==> config.mk <==
export PLATFORM = sky130hd
export DESIGN_NAME = cmlink_tx_framer
export DESIGN_NICKNAME = d
export VERILOG_FILES = /design/src/rtl/cmlink_tx_framer.sv
export SDC_FILE = /design/constraint.sdc
export NUM_CORES = 1
export LEC_CHECK = 0
export ABC_AREA = 1
export BUFFER_PORTS_ARGS = -buffer_cell sky130_fd_sc_hd__buf_2
export CAP_MARGIN = 20
export CORE_MARGIN = 5
export CORE_UTILIZATION = 40
export DETAILED_ROUTE_END_ITERATION = 8
export GPL_TIMING_DRIVEN = 0
export PLACE_DENSITY = 0.59
export SLEW_MARGIN = 20
export SYNTH_ARGS = -nofsm -noshare
export SYNTH_HDL_FRONTEND = slang
export SYNTH_SLANG_ARGS = --single-unit
==> constraint.sdc <==
create_clock -name i_clk -period 3.4 [get_ports i_clk]
set_input_delay 0.51 -clock i_clk [delete_from_list [all_inputs] [get_ports i_clk]]
set_output_delay 0.51 -clock i_clk [all_outputs]
set_load 0.01 [all_outputs]
==> src/rtl/cmlink_tx_framer.sv <==
// Camera Link base-config transmit framer: turns a valid/ready pixel stream into
// FVAL/LVAL/DVAL frame timing and packs each cycle into the 28-bit serializer word.
`timescale 1ns/1ps
module cmlink_tx_framer #(
  parameter int H_ACTIVE = 640,
  parameter int V_ACTIVE = 512,
  parameter int H_BLANK  = 64,
  parameter int V_FRONT  = 16,
  parameter int V_BACK   = 16,
  parameter int V_BLANK  = 32,
  parameter int CNT_W    = 16
) (
  input  logic        i_clk,
  input  logic        i_rstn,
  input  logic        i_en,
  input  logic [23:0] i_pix_data,
  input  logic        i_pix_valid,
  input  logic        i_pix_sof,
  output logic        o_pix_ready,
  output logic [27:0] o_cm_data,
  output logic        o_busy,
  output logic        o_frame_done,
  output logic        o_underflow
);

  typedef enum logic [2:0] {
    ST_IDLE   = 3'd0,
    ST_VFP    = 3'd1,
    ST_LINE   = 3'd2,
    ST_HBLANK = 3'd3,
    ST_VBP    = 3'd4,
    ST_VBLANK = 3'd5
  } state_t;

  localparam logic [CNT_W-1:0] H_ACTIVE_M1 = CNT_W'(H_ACTIVE - 1);
  localparam logic [CNT_W-1:0] V_ACTIVE_M1 = CNT_W'(V_ACTIVE - 1);
  localparam logic [CNT_W-1:0] H_BLANK_M1  = CNT_W'(H_BLANK - 1);
  localparam logic [CNT_W-1:0] V_FRONT_M1  = CNT_W'(V_FRONT - 1);
  localparam logic [CNT_W-1:0] V_BACK_M1   = CNT_W'(V_BACK - 1);
  localparam logic [CNT_W-1:0] V_BLANK_M1  = CNT_W'(V_BLANK - 1);
  localparam logic [CNT_W-1:0] CNT_ONE     = CNT_W'(1);

  state_t             state_r, state_s;
  logic [CNT_W-1:0]   cnt_r, cnt_s;
  logic [CNT_W-1:0]   x_r, x_s;
  logic [CNT_W-1:0]   y_r, y_s;
  logic               fval_s, lval_s, dval_s, ready_s, done_s, start_s;
  logic [27:0]        cm_data_r;
  logic               busy_r, done_r, underflow_r;

  // Scatter the three 8-bit ports and sync bits onto the serializer bit lanes.
  function automatic logic [27:0] pack_word(input logic fval, input logic lval,
                                            input logic dval, input logic [23:0] pix);
    logic [23:0] p;
    logic [27:0] w;
    p = dval ? pix : 24'd0;
    w = 28'd0;
    w[3]  = p[0];  w[7]  = p[1];  w[11] = p[2];  w[15] = p[3];
    w[19] = p[4];  w[23] = p[5];  w[0]  = p[6];  w[4]  = p[7];
    w[27] = p[8];  w[2]  = p[9];  w[6]  = p[10]; w[10] = p[11];
    w[14] = p[12]; w[18] = p[13]; w[8]  = p[14]; w[12] = p[15];
    w[22] = p[16]; w[26] = p[17]; w[1]  = p[18]; w[5]  = p[19];
    w[9]  = p[20]; w[13] = p[21]; w[16] = p[22]; w[20] = p[23];
    w[25] = dval;
    w[17] = lval;
    w[21] = fval;
    w[24] = 1'b0;
    return w;
  endfunction

  assign start_s = i_en & i_pix_valid & i_pix_sof;

  // Next-state, counters and per-cycle sync/ready decode.
  always_comb begin
    state_s = state_r;
    cnt_s   = cnt_r;
    x_s     = x_r;
    y_s     = y_r;
    fval_s  = 1'b0;
    lval_s  = 1'b0;
    dval_s  = 1'b0;
    ready_s = 1'b0;
    done_s  = 1'b0;
    case (state_r)
      ST_IDLE: begin
        // The SOF pixel is held back so it becomes the first DVAL beat.
        ready_s = ~(i_pix_valid & i_pix_sof);
        if (start_s) begin
          state_s = ST_VFP;
          cnt_s   = '0;
          x_s     = '0;
          y_s     = '0;
        end else begin
          state_s = ST_IDLE;
        end
      end
      ST_VFP: begin
        fval_s = 1'b1;
        if (cnt_r == V_FRONT_M1) begin
          state_s = ST_LINE;
          cnt_s   = '0;
        end else begin
          cnt_s = cnt_r + CNT_ONE;
        end
      end
      ST_LINE: begin
        fval_s  = 1'b1;
        lval_s  = 1'b1;
        ready_s = 1'b1;
        if (i_pix_valid) begin
          dval_s = 1'b1;
          if (x_r == H_ACTIVE_M1) begin
            x_s   = '0;
            cnt_s = '0;
            if (y_r < V_ACTIVE_M1) begin
              y_s     = y_r + CNT_ONE;
              state_s = ST_HBLANK;
            end else begin
              state_s = ST_VBP;
            end
          end else begin
            x_s = x_r + CNT_ONE;
          end
        end else begin
          x_s = x_r;
        end
      end
      ST_HBLANK: begin
        fval_s = 1'b1;
        if (cnt_r == H_BLANK_M1) begin
          state_s = ST_LINE;
          cnt_s   = '0;
          x_s     = '0;
        end else begin
          cnt_s = cnt_r + CNT_ONE;
        end
      end
      ST_VBP: begin
        fval_s = 1'b1;
        if (cnt_r == V_BACK_M1) begin
          state_s = ST_VBLANK;
          cnt_s   = '0;
        end else begin
          cnt_s = cnt_r + CNT_ONE;
        end
      end
      ST_VBLANK: begin
        if (cnt_r == V_BLANK_M1) begin
          state_s = ST_IDLE;
          cnt_s   = '0;
          done_s  = 1'b1;
        end else begin
          cnt_s = cnt_r + CNT_ONE;
        end
      end
      default: begin
        state_s = ST_IDLE;
        cnt_s   = '0;
        x_s     = '0;
        y_s     = '0;
      end
    endcase
  end

  // State and position counters.
  always_ff @(posedge i_clk or negedge i_rstn) begin
    if (!i_rstn) begin
      state_r <= ST_IDLE;
      cnt_r   <= '0;
      x_r     <= '0;
      y_r     <= '0;
    end else begin
      state_r <= state_s;
      cnt_r   <= cnt_s;
      x_r     <= x_s;
      y_r     <= y_s;
    end
  end

  // Registered outputs, all aligned one cycle behind the producing state.
  always_ff @(posedge i_clk or negedge i_rstn) begin
    if (!i_rstn) begin
      cm_data_r   <= 28'd0;
      busy_r      <= 1'b0;
      done_r      <= 1'b0;
      underflow_r <= 1'b0;
    end else begin
      cm_data_r <= pack_word(fval_s, lval_s, dval_s, i_pix_data);
      busy_r    <= (state_r != ST_IDLE);
      done_r    <= done_s;
      if ((state_r == ST_IDLE) && start_s) begin
        underflow_r <= 1'b0;
      end else if ((state_r == ST_LINE) && !i_pix_valid) begin
        underflow_r <= 1'b1;
      end else begin
        underflow_r <= underflow_r;
      end
    end
  end

  assign o_pix_ready  = ready_s;
  assign o_cm_data    = cm_data_r;
  assign o_busy       = busy_r;
  assign o_frame_done = done_r;
  assign o_underflow  = underflow_r;

endmodule

### Yosys cells after proc, flatten, opt, wreduce, memory -nomap -nowiden

Index checks and enable logic that the tools add are counted.
Widths: inputs -> output; s select.

| operators by class | value |
|---|---|
| $add $sub $neg | 3 |
| $mul | 0 |
| div/mod/pow operators | 0 |
| order comparisons | 1 |
| equal/unequal tests | 17 |
| shift-type cells | 0 |
| multiplexer cells | 34 |
| bitwise logic cells | 6 |
| reduce and logical (&&, ||, !) cells | 14 |

Operator list:

| cell | number |
|---|---|
| $mux 16 | 12 |
| $pmux 16 s5 | 1 |
| $pmux 16 s4 | 1 |
| $add 16x1->16 const B | 3 |
| $pmux 16 s3 | 1 |
| $mux 24 | 1 |
| $mux 3 | 7 |
| $pmux 3 s6 | 1 |
| $eq 16x10->1 const B | 1 |
| $eq 16x4->1 const B | 1 |
| $eq 16x5->1 const B | 1 |
| $eq 16x6->1 const B | 1 |
| $lt 16x9->1 const B | 1 |
| $ne 2x2->1 const B | 8 |
| $mux 1 | 9 |
| $reduce_or 4->1 | 2 |
| $eq 3x2->1 const B | 2 |
| $eq 3x3->1 const B | 2 |
| $reduce_and 6->1 | 1 |
| $reduce_and 5->1 | 1 |
| $reduce_and 4->1 | 1 |
| $and 1x1->1 | 3 |
| $eq 3x1->1 const B | 1 |
| $logic_not 3->1 | 1 |
| other kinds (9) | 12 |

| storage, ports and cells | value |
|---|---|
| bits in registers | 81 |
| latch bits | 0 |
| bits in writable memories | 0 |
| ROM bits | 0 |
| logic and storage cells | 83 |
| memories | 0 |

### Depth between registers and ports, before layout

Gate-level depths: netlist (run 1).

| logic depth | value |
|---|---|
| depth after elaboration | 5 |
| gate-level depth with buffers | 11 |

### Worst setup path after synthesis (run 1)

OpenSTA, ideal clock, no wires.

| path | value |
|---|---|
| path type | reg2reg |
| from | register cnt_r[0] |
| to | register state_r[2] |
| library setup time | 0.117 ns |
| arrival | 1.518 ns |
| required time | 3.283 ns |
| slack | 1.765 ns |
| stages on the path, launching flop included | 11 |
| period minus slack after synthesis | 1.635 ns |
| cells stage by stage | dfrtp_1 ha_1 nand3_1 nor2_1 nand2_1 nand2_1 nand2_1 nor2_2 nand2_1 nand2_1 nand2_1 |

| on the way | value |
|---|---|
| longest elaborated chain between the ends | 3 |
| elaborated cells between the ends (all ways) | 8 |

Ends and longest elaborated chain:

| element | RTL line | RTL |
|---|---|---|
| start, declared | 44 | `logic [CNT_W-1:0] cnt_r, cnt_s;` |
| start signal, assigned | 174 | `cnt_r <= cnt_s;` |
| $eq 16x5->1, or another cell as far along | 148 | `if (cnt_r == V_BLANK_M1) begin` |
| $ne 2x2->1 (no line) | - |  |
| $reduce_and 6->1 (no line) * | - |  |
| end signal, assigned | 173 | `state_r <= state_s;` |
| end, declared | 43 | `state_t state_r, state_s;` |

Mark *: on every way between the ends. The rest lies on a longest branch, timed or not.
A chain may end at the register's enable or synchronous reset.

### Final worst setup path (run 1)

| path | value |
|---|---|
| from | register cnt_r[0] |
| to | register x_r[8] |

| on the way | value |
|---|---|
| longest elaborated chain between the ends | 3 |

Ends and longest elaborated chain:

| element | RTL line | RTL |
|---|---|---|
| $eq 16x6->1 | 130 | `if (cnt_r == H_BLANK_M1) begin` |
| $ne 2x2->1 (no line) | - |  |
| $reduce_and 4->1 (no line) | - |  |
| end signal, assigned | 175 | `x_r <= x_s;` |
| end, declared | 45 | `logic [CNT_W-1:0] x_r, x_s;` |

Every way passes these cells.

==> metrics.md, run 1 <==
| Metric | Value |
|---|---|
| Sequential fraction of the synthesis area | `0.462` |
| Status | `complete, no violations` |
| Critical Path RT | `3.65 ns` |
| Most frequent cell after synthesis | `nand2_1` |
| Post-CTS Setup Bufs | `0` |
| Unrepaired setup endpoints after global routing | `false` |
| Crit path max fanout | `7` |
| Synth Flop Type | `dfrtp_1` |
| 1st-pass router iterations | `4` |
| Max-Cap Viols | `0` |
| Htree depth | `3` |
| Wire length of the first global-routing pass | `17,900 µm` |
| Row count | `38` |
| Inst Count DP | `790` |
| F_max | `501 MHz` |
| Final hold vios | `0` |
| Post-synthesis cell count | `590` |
| Worst-margin pin slew | `0.545 ns` |
| Total power draw | `2.94 mW` |
| PD cells | `579 nW/µm²` |
| Largest net degree at the start of global routing | `48` |
| Tcrit/Tclk final | `0.587` |
| Largest area contributor in the netlist | `dfrtp_1` |
| CTS tree | `done` |
| #FFs+latches synth | `81` |
| Clock Skew | `0.0125 ns` |
| EDFF count, synth | `0` |
| Synth top cells by count | `153 x nand2_1, 93 x nor2_1, 81 x dfrtp_1, 81 x inv_1, 48 x nand3_1` |
| GR Util All Layers | `0.169` |
| Final setup viols | `0` |
| I/O pin count | `61` |
| Clk Tree Root Cell | `clkbuf_8` |
| Clk_lat worst skew | `0.36 ns` |
| Drt via density | `4.80` |
| CP endpoint kind | `register` |
| Comb pwr share | `0.354` |
| Footprint of the multi-input gates | `1950 µm²` |
| CTS-repair resized insts | `0` |
| CP startpoint kind | `register` |
| Area Growth Syn to Fin | `16.0%` |
| Clock power frac | `0.246` |
| Detailed-route via count | `3,871` |
| Net count, final | `693` |
| CTS buffer count | `9` |
| Die Height | `115 µm` |
| NetSw | `1.19 mW` |
| Initial Utilization | `0.406` |
| Critical Path Most Common Cell | `nand2_1` |
| Sw Share | `0.405` |
| Vias in the first global route | `3,852` |
| Mean post-synth cell area | `7.43 µm²` |
| Ratio of cells with drive above 1 in the final layout | `0.164` |
| Final WL | `10,000 µm` |
| CP cell instances | `ha_1 -> nand3_1 -> nor2_1 -> nand2_1 -> nand2_1 -> nand2_2 -> inv_2 -> o21ai_0 -> and2_1` |
| Max incr delay on CP | `0.45 ns` |
| Clk pin slew, worst setup/hold paths | `0.09 ns` |
| Worst setup path class | `register to register` |
| Register area | `2030 µm²` |
| FFs w/ async S/R, synth | `1.00` |
| Unique cell type count in the Yosys netlist | `37` |
| CTS max path bufs | `2` |
| Area contributors post-synth | `dfrtp_1 46%, nand2_1 13%, nor2_1 8.0%` |
| Core box area | `10,800 µm²` |
| ANT cells | `0` |
| Peak VDD IR | `0.000332 V` |
| Residual DRC | `0` |
| Post-Syn Nets | `622` |
| RePlAce Congestion | `0.906` |
| Yosys warns | `0` |
| Port Buffers | `59` |
| Wire per inst | `12.5 µm` |
| Final min period | `2.00 ns` |
| Worst hold path type | `input pin to async pin` |
| Max stage delay cell, worst path | `dfrtp_1` |
| Fillers | `1,094` |
| Drt initial violations | `129` |
| Seq pwr share | `0.400` |
| Final Non-Filler Cells | `806` |
| Die Width | `115 µm` |
| Leakage | `2.76 nW` |
| Synth top area share | `0.462` |
| Fin util | `0.471` |
| Antenna Nets Post-Route | `0` |
| Antenna violations before repair | `0` |
| Slew Limit Fails | `0` |
| Remaining Overflow, GRT | `0` |
| Worst EP arrival | `2.25 ns` |
| Hold_buf cts | `0` |
| Max_slew headroom | `0.634` |
| Setup tns final | `0 ns` |
| Detailed-placement wirelength estimate | `7460 µm` |
| Clock sinks | `81` |
| Mapped cell area | `4380 µm²` |
| Total Die Area | `13,200 µm²` |
| Power Internal | `1.75 mW` |
| R2r setup slk | `1.40 ns` |
## layout by cell type, fill, tap and decap left out, drive strengths merged
master	instances
nand2	158
inv	88
buf	71
nand3	50
a31o	1
nor3b	2
xnor2	2
or2	3
o21ai	34
clkinv	2
o21bai	4
nor3	8
xor2	10
nand4	9
conb	1
o31ai	6
nor2	98
clkinvlp	1
nand3b	4
o211ai	4
ha	3
a311oi	1
clkbuf	13
bufinv	1
and2	1
dfrtp	81
o311ai	1
a21oi	9
## power by group through the flow
| stage | Sequential, mW | Clock (mW) | Combinational [mW] |
|---|---|---|---|
| 2_1_floorplan | 1.22 | 0 | 0.669 |
| 3_3_place_gp | 1.19 | 0 | 1.04 |
| 3_5_place_dp | 1.20 | 0 | 1.06 |
| 4_1_cts | 1.18 | 0.756 | 1.06 |
| 5_1_grt | 1.20 | 0.799 | 1.18 |
| 6_report | 1.18 | 0.724 | 1.04 |
## per-layer routing
metal / global-route usage / wire [µm] / part of all wire
met3: 0.0449 / 610 / 0.061
met1: 0.219 / 4690 / 0.47
met5: 0 / 0 / 0
met2: 0.269 / 4600 / 0.46
met4: 0.0641 / 144 / 0.014
## path summary, 6_finish.rpt
check                                      from                       to  cells after the start
max reg2reg                cnt_r[0]$_DFFE_PN0P_       x_r[8]$_DFFE_PN0P_                      9
max in group asynchronous                i_rstn       y_r[8]$_DFFE_PN0P_                      2
min                                      i_rstn  o_cm_data[19]$_DFF_PN0_                      1
min in group i_clk                i_pix_data[3]  o_cm_data[15]$_DFF_PN0_                      3
min reg2reg                 y_r[15]$_DFFE_PN0P_      y_r[15]$_DFFE_PN0P_                      2
max                        cnt_r[0]$_DFFE_PN0P_       x_r[8]$_DFFE_PN0P_                      9
## critical path: cells and delay by family (launching register included)
family                   cells  cell delay [ns]
buffers and inverters        1             0.15
adder cells (fa/ha/maj)      1             0.30
AND/OR/NAND/NOR              6             0.90
flip-flops                   1             0.45
AO/OA/AOI/OAI                1             0.09
## cells by family after synthesis
family / after synthesis / synth area share
AOI/OAI and AO/OA: 60 / 0.0791
buffers and inverters: 100 / 0.0919
adders and majority gates: 3 / 0.00857
xor gates and xnor gates: 12 / 0.0240
and+or+nand+nor: 333 / 0.333
DFF: 81 / 0.462
other: 1 / 0.000856
## state kept, by name, summed over array words and instances (netlist names)
name / count
o_cm_data: 27
cnt_r: 16
x_r: 16
y_r: 16
state_r: 3
o_busy: 1
o_frame_done: 1
o_underflow: 1
## area by class of cell
cell class | count | share of cell area
buffer | 15 | 0.0165
clock buffer | 9 | 0.0244
clock inverter | 7 | 0.0153
inverter | 85 | 0.0627
multi-input combinational | 409 | 0.384
sequential | 81 | 0.399
tap | 140 | 0.0344
timing repair buffer | 60 | 0.0640
## through the flow
step | setup WS (ns) | hold WS (ns) | cell area (µm²)
finish | 1.40 | 0.101 | 5080
detailed placement | 1.42 | 0.483 | 4880
global route | 1.18 | 0.116 | 5080
global placement | 1.13 | 0.474 | 4850
CTS | 1.41 | 0.0968 | 5080
floorplan | 1.76 | 0.214 | 4380
Note: power is estimated with default switching activity, not from simulation.
==> run 2: changes to the inputs <==
--- a/config.mk
+++ b/config.mk
@@ -12,7 +12,7 @@
 export CORE_UTILIZATION = 40
 export DETAILED_ROUTE_END_ITERATION = 8
 export GPL_TIMING_DRIVEN = 0
-export PLACE_DENSITY = 0.59
+export PLACE_DENSITY = 0.61
 export SLEW_MARGIN = 20
 export SYNTH_ARGS = -nofsm -noshare
 export SYNTH_HDL_FRONTEND = slang
==> constraint.sdc (replaced) <==
create_clock -name i_clk -period 1.8 [get_ports i_clk]
set_input_delay 0.27 -clock i_clk [delete_from_list [all_inputs] [get_ports i_clk]]
set_output_delay 0.27 -clock i_clk [all_outputs]
set_load 0.01 [all_outputs]
==> run 2 against run 1 <==
Final cell count increased by 1.7%. Clock power grew 77%. Largest cell class unchanged. Wire length up 2.5%. Critical path type unchanged. Die area unchanged.
==> metrics.md, run 2 (same netlist as run 1, synthesis figures left out) <==
| Metric | Value |
|---|---|
| Status | `complete, no violations (unchanged)` |
| Ratio of cells with drive above 1 in the final layout | `0.201 (was 0.164)` |
| Row count | `38 (unchanged)` |
| Unrepaired setup endpoints after global routing | `true (was false)` |
| Crit path max fanout | `10 (was 7)` |
| Vias in the first global route | `3,833 (was 3,852)` |
| Wire length of the first global-routing pass | `18,100 µm (was 17,900 µm)` |
| PD cells | `1100 nW/µm² (was 579 nW/µm²)` |
| CP cell instances | `ha_4 -> nand3_2 -> nor3_4 -> nand2_2 -> nand2_4 -> nand3_4 -> nor2_4 -> buf_6 -> nand2_1 -> nand2_1 (was ha_1 -> nand3_1 -> nor2_1 -> nand2_1 -> nand2_1 -> nand2_2 -> inv_2 -> o21ai_0 -> and2_1)` |
| Critical Path RT | `2.11 ns (was 3.65 ns)` |
| Clock power frac | `0.220 (was 0.246)` |
| Clk_lat worst skew | `0.37 ns (was 0.36 ns)` |
| Total power draw | `5.81 mW (was 2.94 mW)` |
| CTS max path bufs | `2 (unchanged)` |
| Antenna violations before repair | `0 (unchanged)` |
| Tcrit/Tclk final | `0.942 (was 0.587)` |
| Area Growth Syn to Fin | `20.1% (was 16.0%)` |
| Leakage | `2.83 nW (was 2.76 nW)` |
| Top Layer Used | `met4 (unchanged)` |
| Htree depth | `3 (unchanged)` |
| Die Height | `115 µm (unchanged)` |
| Clock sinks | `81 (unchanged)` |
| Reg2Reg Depth | `10 (was 9)` |
| Residual DRC | `0 (unchanged)` |
| RePlAce Congestion | `0.880 (was 0.906)` |
| 1st-pass router iterations | `7 (was 4)` |
| Remaining Overflow, GRT | `0 (unchanged)` |
| Detailed-placement wirelength estimate | `7470 µm (was 7460 µm)` |
| Wire per inst | `12.6 µm (was 12.5 µm)` |
| NetSw | `2.42 mW (was 1.19 mW)` |
| Drt via density | `4.76 (was 4.80)` |
| Initial Utilization | `0.406 (unchanged)` |
| Largest net degree at the start of global routing | `54 (was 48)` |
| Worst hold path type | `input pin to register (was input pin to async pin)` |
| CTS tree | `done (unchanged)` |
| M1 WL | `4810 µm (was 4690 µm)` |
| Core box area | `10,800 µm² (unchanged)` |
| Detailed-route via count | `3,907 (was 3,871)` |
| Fin util | `0.488 (was 0.471)` |
| Worst EP arrival | `2.00 ns (was 2.25 ns)` |
| Commonest non-fill, non-tap cell in the layout | `nand2_1 (unchanged)` |
| Net count, final | `707 (was 693)` |
| Die Width | `115 µm (unchanged)` |
| ANT cells | `0 (unchanged)` |
| Max-Cap Viols | `0 (unchanged)` |
| Placed cell area | `4880 µm² (unchanged)` |
| Peak VDD IR | `0.000551 V (was 0.000332 V)` |
| Seq pwr share | `0.384 (was 0.400)` |
| Max stage delay cell, worst path | `dfrtp_1 (unchanged)` |
| Slew Limit Fails | `0 (unchanged)` |
| CTS buffer count | `9 (unchanged)` |
| I/O pin count | `61 (unchanged)` |
| Antenna Nets Post-Route | `0 (unchanged)` |
| Final min period | `1.70 ns (was 2.00 ns)` |
| GR Util All Layers | `0.172 (was 0.169)` |
| Design area | `5260 µm² (was 5080 µm²)` |
| Commonest non-fill, non-tap cells in the layout | `152 x nand2_1, 91 x nor2_1, 80 x inv_1, 79 x dfrtp_1, 63 x buf_2 (was 153 x nand2_1, 93 x nor2_1, 81 x inv_1, 81 x dfrtp_1, 64 x buf_2)` |
| Drt initial violations | `222 (was 129)` |
| Power Internal | `3.39 mW (was 1.75 mW)` |
| Critical Path Most Common Cell | `nand2_1 (unchanged)` |
| CP endpoint kind | `register (unchanged)` |
| Port Buffers | `59 (unchanged)` |
| Clk Tree Root Cell | `clkbuf_8 (unchanged)` |
| Clock Skew | `0.0126 ns (was 0.0125 ns)` |
| Comb pwr share | `0.396 (was 0.354)` |
| Largest register FFs | `27 (unchanged)` |
| Routed wl met2 | `4810 µm (was 4600 µm)` |
| Met3 wire length | `503 µm (was 610 µm)` |
| Total Die Area | `13,200 µm² (unchanged)` |
| Final setup viols | `0 (unchanged)` |
| Max incr delay on CP | `0.41 ns (was 0.45 ns)` |
| Final WL | `10,300 µm (was 10,000 µm)` |
| Worst setup path class | `register to register (unchanged)` |
| Final hold vios | `0 (unchanged)` |
| Hold depth | `3` |
| Sw Share | `0.416 (was 0.405)` |
| CP startpoint kind | `register (unchanged)` |
| Clk pin slew, worst setup/hold paths | `0.10 ns (was 0.09 ns)` |
| F_max | `590 MHz (was 501 MHz)` |
[run 2: changes by cell type in the layout (fill, tap and decap cells not counted), moves of 2 or more]
cell,previous run,this run
buf_4,4,18
dfrtp_1,81,79
dfrtp_2,0,2
ha_1,3,0
ha_4,0,2
nand3_1,48,45
nand3_2,0,3
nor2_1,93,91
nor2_4,1,3
o21ai_0,24,17
o21ai_1,10,17
[run 2: power groups by stage]
| stage | clock network [mW] | logic, mW | registers (mW) |
|---|---|---|---|
| 4_1_cts | 1.33 | 2.14 | 2.24 |
| 2_1_floorplan | 0 | 1.26 | 2.30 |
| 3_3_place_gp | 0 | 1.98 | 2.26 |
| 5_1_grt | 1.43 | 2.56 | 2.27 |
| 3_5_place_dp | 0 | 2.00 | 2.26 |
| 6_report | 1.28 | 2.30 | 2.23 |
[run 2: cell type report]
cell class              count  area (µm²)
plain buffers              15        93.8
clock buffers               9         124
clock inverters             7        58.8
fillers                  1069        5530
inverters                  85         322
multi-input cells         409        2030
flip-flops and latches     81        2030
well taps                 140         175
repair buffers             74         433
[run 2: worst max-delay path, delay by kind of cell, from the launching register on]
family	cells	cell delay, ns
and+or+nand+nor	8	0.86
DFF	1	0.41
adders and majority gates	1	0.19
buffers and inverters	1	0.16
[run 2: path summary, 6_finish.rpt]
kind / end / slack, ns / from
setup / recovery: y_r[9]$_DFFE_PN0P_ / 0.10 / x_r[0]$_DFFE_PN0P_
hold / removal: o_cm_data[3]$_DFF_PN0_ / 0.09 / i_pix_data[0]
setup reg to reg: y_r[9]$_DFFE_PN0P_ / 0.10 / x_r[0]$_DFFE_PN0P_
hold reg to reg: y_r[12]$_DFFE_PN0P_ / 0.49 / y_r[12]$_DFFE_PN0P_
max in group asynchronous: cnt_r[0]$_DFFE_PN0P_ / 0.81 / i_rstn
min in group asynchronous: x_r[11]$_DFFE_PN0P_ / 0.36 / i_rstn
[run 2: metal layers]
| layer | GRT usage | vias to the layer above |
|---|---|---|
| met5 | 0 | - |
| met4 | 0.0721 | 0 |
| met3 | 0.0423 | 11 |
| met2 | 0.280 | 82 |
| met1 | 0.219 | 1795 |
| li1 | - | 2019 |
[run 2: timing repair]
action | CTS | global route
setup buffers | 5 | 8
resized for setup | 9 | 25
pin swaps | 1 | 2
setup endpoints to repair | 47 | 52
hold endpoints to repair | 28 | 0
hold buffers | 1 | 0
[run 2: metrics by stage]
step | worst slack, ns | hold slack (ns) | TNS [ns] | instances
detailed placement | -0.162 | 0.239 | -3.14 | 790
global placement | -0.222 | 0.472 | -20.74 | 789
floorplan | 0.165 | -0.0256 | 0 | 590
global route | -0.0342 | 0.0676 | -0.225 | 820
finish | 0.104 | 0.0896 | 0 | 820
CTS | 0.00509 | 0.0651 | 0 | 812
==> run 3: changes to the inputs <==
--- a/config.mk
+++ b/config.mk
@@ -8,6 +8,7 @@
 export ABC_AREA = 1
 export BUFFER_PORTS_ARGS = -buffer_cell sky130_fd_sc_hd__buf_2
 export CAP_MARGIN = 20
+export CORE_ASPECT_RATIO = 1.25
 export CORE_MARGIN = 5
 export CORE_UTILIZATION = 40
 export DETAILED_ROUTE_END_ITERATION = 8
==> run 3 against run 2 <==
Non-clock buffer count fell by 5. Combinational power is essentially flat. Sequential share of layout area fell by 0.65 points. Sequential power barely moved. First-iteration DRC count shrank 17%. Setup slack lost 0.010 ns. Utilization up 1.5 points. Global-route usage down 0.84 points. Wire length grew 2.4%. Critical path type unchanged. Critical endpoint is now y_r[8]$_DFFE_PN0P_.
==> metrics.md, run 3 (same netlist as run 1, synthesis figures left out) <==
| Metric | Value |
|---|---|
| Status | `complete, no violations (unchanged)` |
| Footprint of the multi-input gates | `2040 µm² (was 2030 µm²)` |
| Inst Count DP | `782 (was 790)` |
| Worst setup path class | `register to register (unchanged)` |
| Clock Skew | `0.0125 ns (was 0.0126 ns)` |
| CP endpoint kind | `register (unchanged)` |
| 1st-pass router iterations | `4 (was 7)` |
| Leakage | `2.86 nW (was 2.83 nW)` |
| Clk pin slew, worst setup/hold paths | `0.07 ns (was 0.10 ns)` |
| I/O pin count | `61 (unchanged)` |
| Commonest non-fill, non-tap cell in the layout | `nand2_1 (unchanged)` |
| Port Buffers | `59 (unchanged)` |
| Comb pwr share | `0.355 (was 0.396)` |
| Fillers | `1,063 (was 1,069)` |
| CTS tree | `done (unchanged)` |
| Clk_lat worst skew | `0.34 ns (was 0.37 ns)` |
| Clock sinks | `81 (unchanged)` |
| Clk Tree Root Cell | `clkbuf_16 (was clkbuf_8)` |
| Peak VDD IR | `0.000614 V (was 0.000551 V)` |
| Die Height | `127 µm (was 115 µm)` |
| Remaining Overflow, GRT | `0 (unchanged)` |
| CTS buffer count | `9 (unchanged)` |
| Drt initial violations | `185 (was 222)` |
| Slew Limit Fails | `0 (unchanged)` |
| CTS max path bufs | `2 (unchanged)` |
| Total Die Area | `13,200 µm² (about the same)` |
| Wire length of the first global-routing pass | `18,100 µm (about the same)` |
| CP startpoint kind | `register (unchanged)` |
| Ratio of cells with drive above 1 in the final layout | `0.201 (about the same)` |
| Seq pwr share | `0.348 (was 0.384)` |
| GR Util All Layers | `0.164 (was 0.172)` |
| R2r setup slk | `0.09 ns (was 0.10 ns)` |
| NetSw | `2.46 mW (was 2.42 mW)` |
| Final Non-Filler Cells | `807 (was 820)` |
| Largest net degree at the start of global routing | `55 (was 54)` |
| Detailed-placement wirelength estimate | `7550 µm (was 7470 µm)` |
| Die Width | `104 µm (was 115 µm)` |
| Worst hold path type | `input pin to register (unchanged)` |
| Worst EP arrival | `1.92 ns (was 2.00 ns)` |
| Antenna violations before repair | `0 (unchanged)` |
| Crit path max fanout | `10 (unchanged)` |
| Residual DRC | `0 (unchanged)` |
| Max-Cap Viols | `0 (unchanged)` |
| Vias in the first global route | `3,958 (was 3,833)` |
| Final hold vios | `0 (unchanged)` |
| Net count, final | `702 (was 707)` |
| Final WL | `10,500 µm (was 10,300 µm)` |
| RePlAce Congestion | `0.901 (was 0.880)` |
| Sw Share | `0.384 (was 0.416)` |
| Clock power frac | `0.296 (was 0.220)` |
| Critical Path RT | `2.02 ns (was 2.11 ns)` |
| Final setup viols | `0 (unchanged)` |
| Area Growth Syn to Fin | `22.3% (was 20.1%)` |
| Power Internal | `3.95 mW (was 3.39 mW)` |
| Row count | `42 (was 38)` |
| Core box area | `10,700 µm² (was 10,800 µm²)` |
| Total power draw | `6.42 mW (was 5.81 mW)` |
| Final min period | `1.71 ns (was 1.70 ns)` |
| Commonest non-fill, non-tap cells in the layout | `152 x nand2_1, 89 x nor2_1, 80 x inv_1, 77 x dfrtp_1, 61 x buf_2 (was 152 x nand2_1, 91 x nor2_1, 80 x inv_1, 79 x dfrtp_1, 63 x buf_2)` |
| Largest register FFs | `27 (unchanged)` |
| PD cells | `1200 nW/µm² (was 1100 nW/µm²)` |
| Drt via density | `4.89 (was 4.76)` |
| F_max | `586 MHz (was 590 MHz)` |
| Detailed-route via count | `3,949 (was 3,907)` |
| ANT cells | `0 (unchanged)` |
| Register area | `2030 µm² (about the same)` |
| Initial Utilization | `0.411 (was 0.406)` |
| Htree depth | `3 (unchanged)` |
| Wire per inst | `13.1 µm (was 12.6 µm)` |
| Tcrit/Tclk final | `0.948 (was 0.942)` |
| Antenna Nets Post-Route | `0 (unchanged)` |
-- run 3: cell count changes in the layout (fill, tap and decap cells not counted), sizes merged --
cell	change
clkbuf	+3
inv	-2
bufinv	+1
buf	-7
-- run 3: worst paths after layout --
path | from | endpoint | cells after the start
max in group asynchronous | i_rstn | cnt_r[0]$_DFFE_PN0P_ | 3
min in group asynchronous | i_rstn | o_cm_data[17]$_DFF_PN0_ | 2
worst min-delay path | i_pix_data[18] | o_cm_data[1]$_DFF_PN0_ | 3
worst max-delay path | x_r[1]$_DFFE_PN0P_ | y_r[8]$_DFFE_PN0P_ | 9
worst min register to register | y_r[12]$_DFFE_PN0P_ | y_r[12]$_DFFE_PN0P_ | 2
worst max register to register | x_r[1]$_DFFE_PN0P_ | y_r[8]$_DFFE_PN0P_ | 9
-- run 3: per-stage QoR --
| stage | util | setup slack, ns | hold WS (ns) | area [µm²] | setup TNS (ns) |
|---|---|---|---|---|---|
| 2_1_floorplan | - | 0.165 | -0.0256 | 4380 | 0 |
| 3_3_place_gp | 0.454 | -0.220 | 0.474 | 4840 | -21.69 |
| 3_5_place_dp | 0.457 | -0.224 | 0.221 | 4870 | -4.53 |
| 4_1_cts | 0.494 | 0.0142 | 0.120 | 5270 | 0 |
| 5_1_grt | 0.502 | -0.00727 | 0.127 | 5360 | -0.0254 |
| 6_report | 0.502 | 0.0936 | 0.130 | 5360 | 0 |
-- run 3: repair_timing --
item | in CTS | in global routing
hold endpoints to repair | 27 | 0
pin swaps | 1 | 3
hold buffers | 1 | 0
resized for setup | 10 | 32
setup buffers | 5 | 3
endpoints found under the setup margin | 49 | 63
-- run 3: final cells by class --
class,count,area share
sequential,81,0.379
multi-input combinational,409,0.380
inverter,85,0.0600
buffer,15,0.0194
tap,132,0.0308
clock buffer,10,0.0427
timing repair buffer,69,0.0738
clock inverter,6,0.0140
-- run 3: power groups by stage --
stage,sequential [mW],clock [mW],combinational (mW)
detailed placement,2.25,0,1.99
finish,2.24,1.90,2.28
floorplan,2.30,0,1.26
global route,2.27,2.03,2.54
global placement,2.25,0,1.98
CTS,2.22,1.95,2.16
-- run 3: critical path, stage by stage (launching register included) --
cell     delay [ns]
dfrtp_1        0.39
ha_4           0.18
nand3_2        0.11
nor3_4         0.19
nand2_2        0.10
nand2_4        0.09
nand3_4        0.12
buf_6          0.18
o21ai_0        0.15
nand2_1        0.07
-- run 3: routing by layer --
metal	part of all wire	up-vias	GRT usage
li1	-	2010	-
met1	0.43	1839	0.198
met2	0.50	84	0.282
met3	0.049	16	0.0388
met4	0.023	0	0.0649
met5	0	-	0
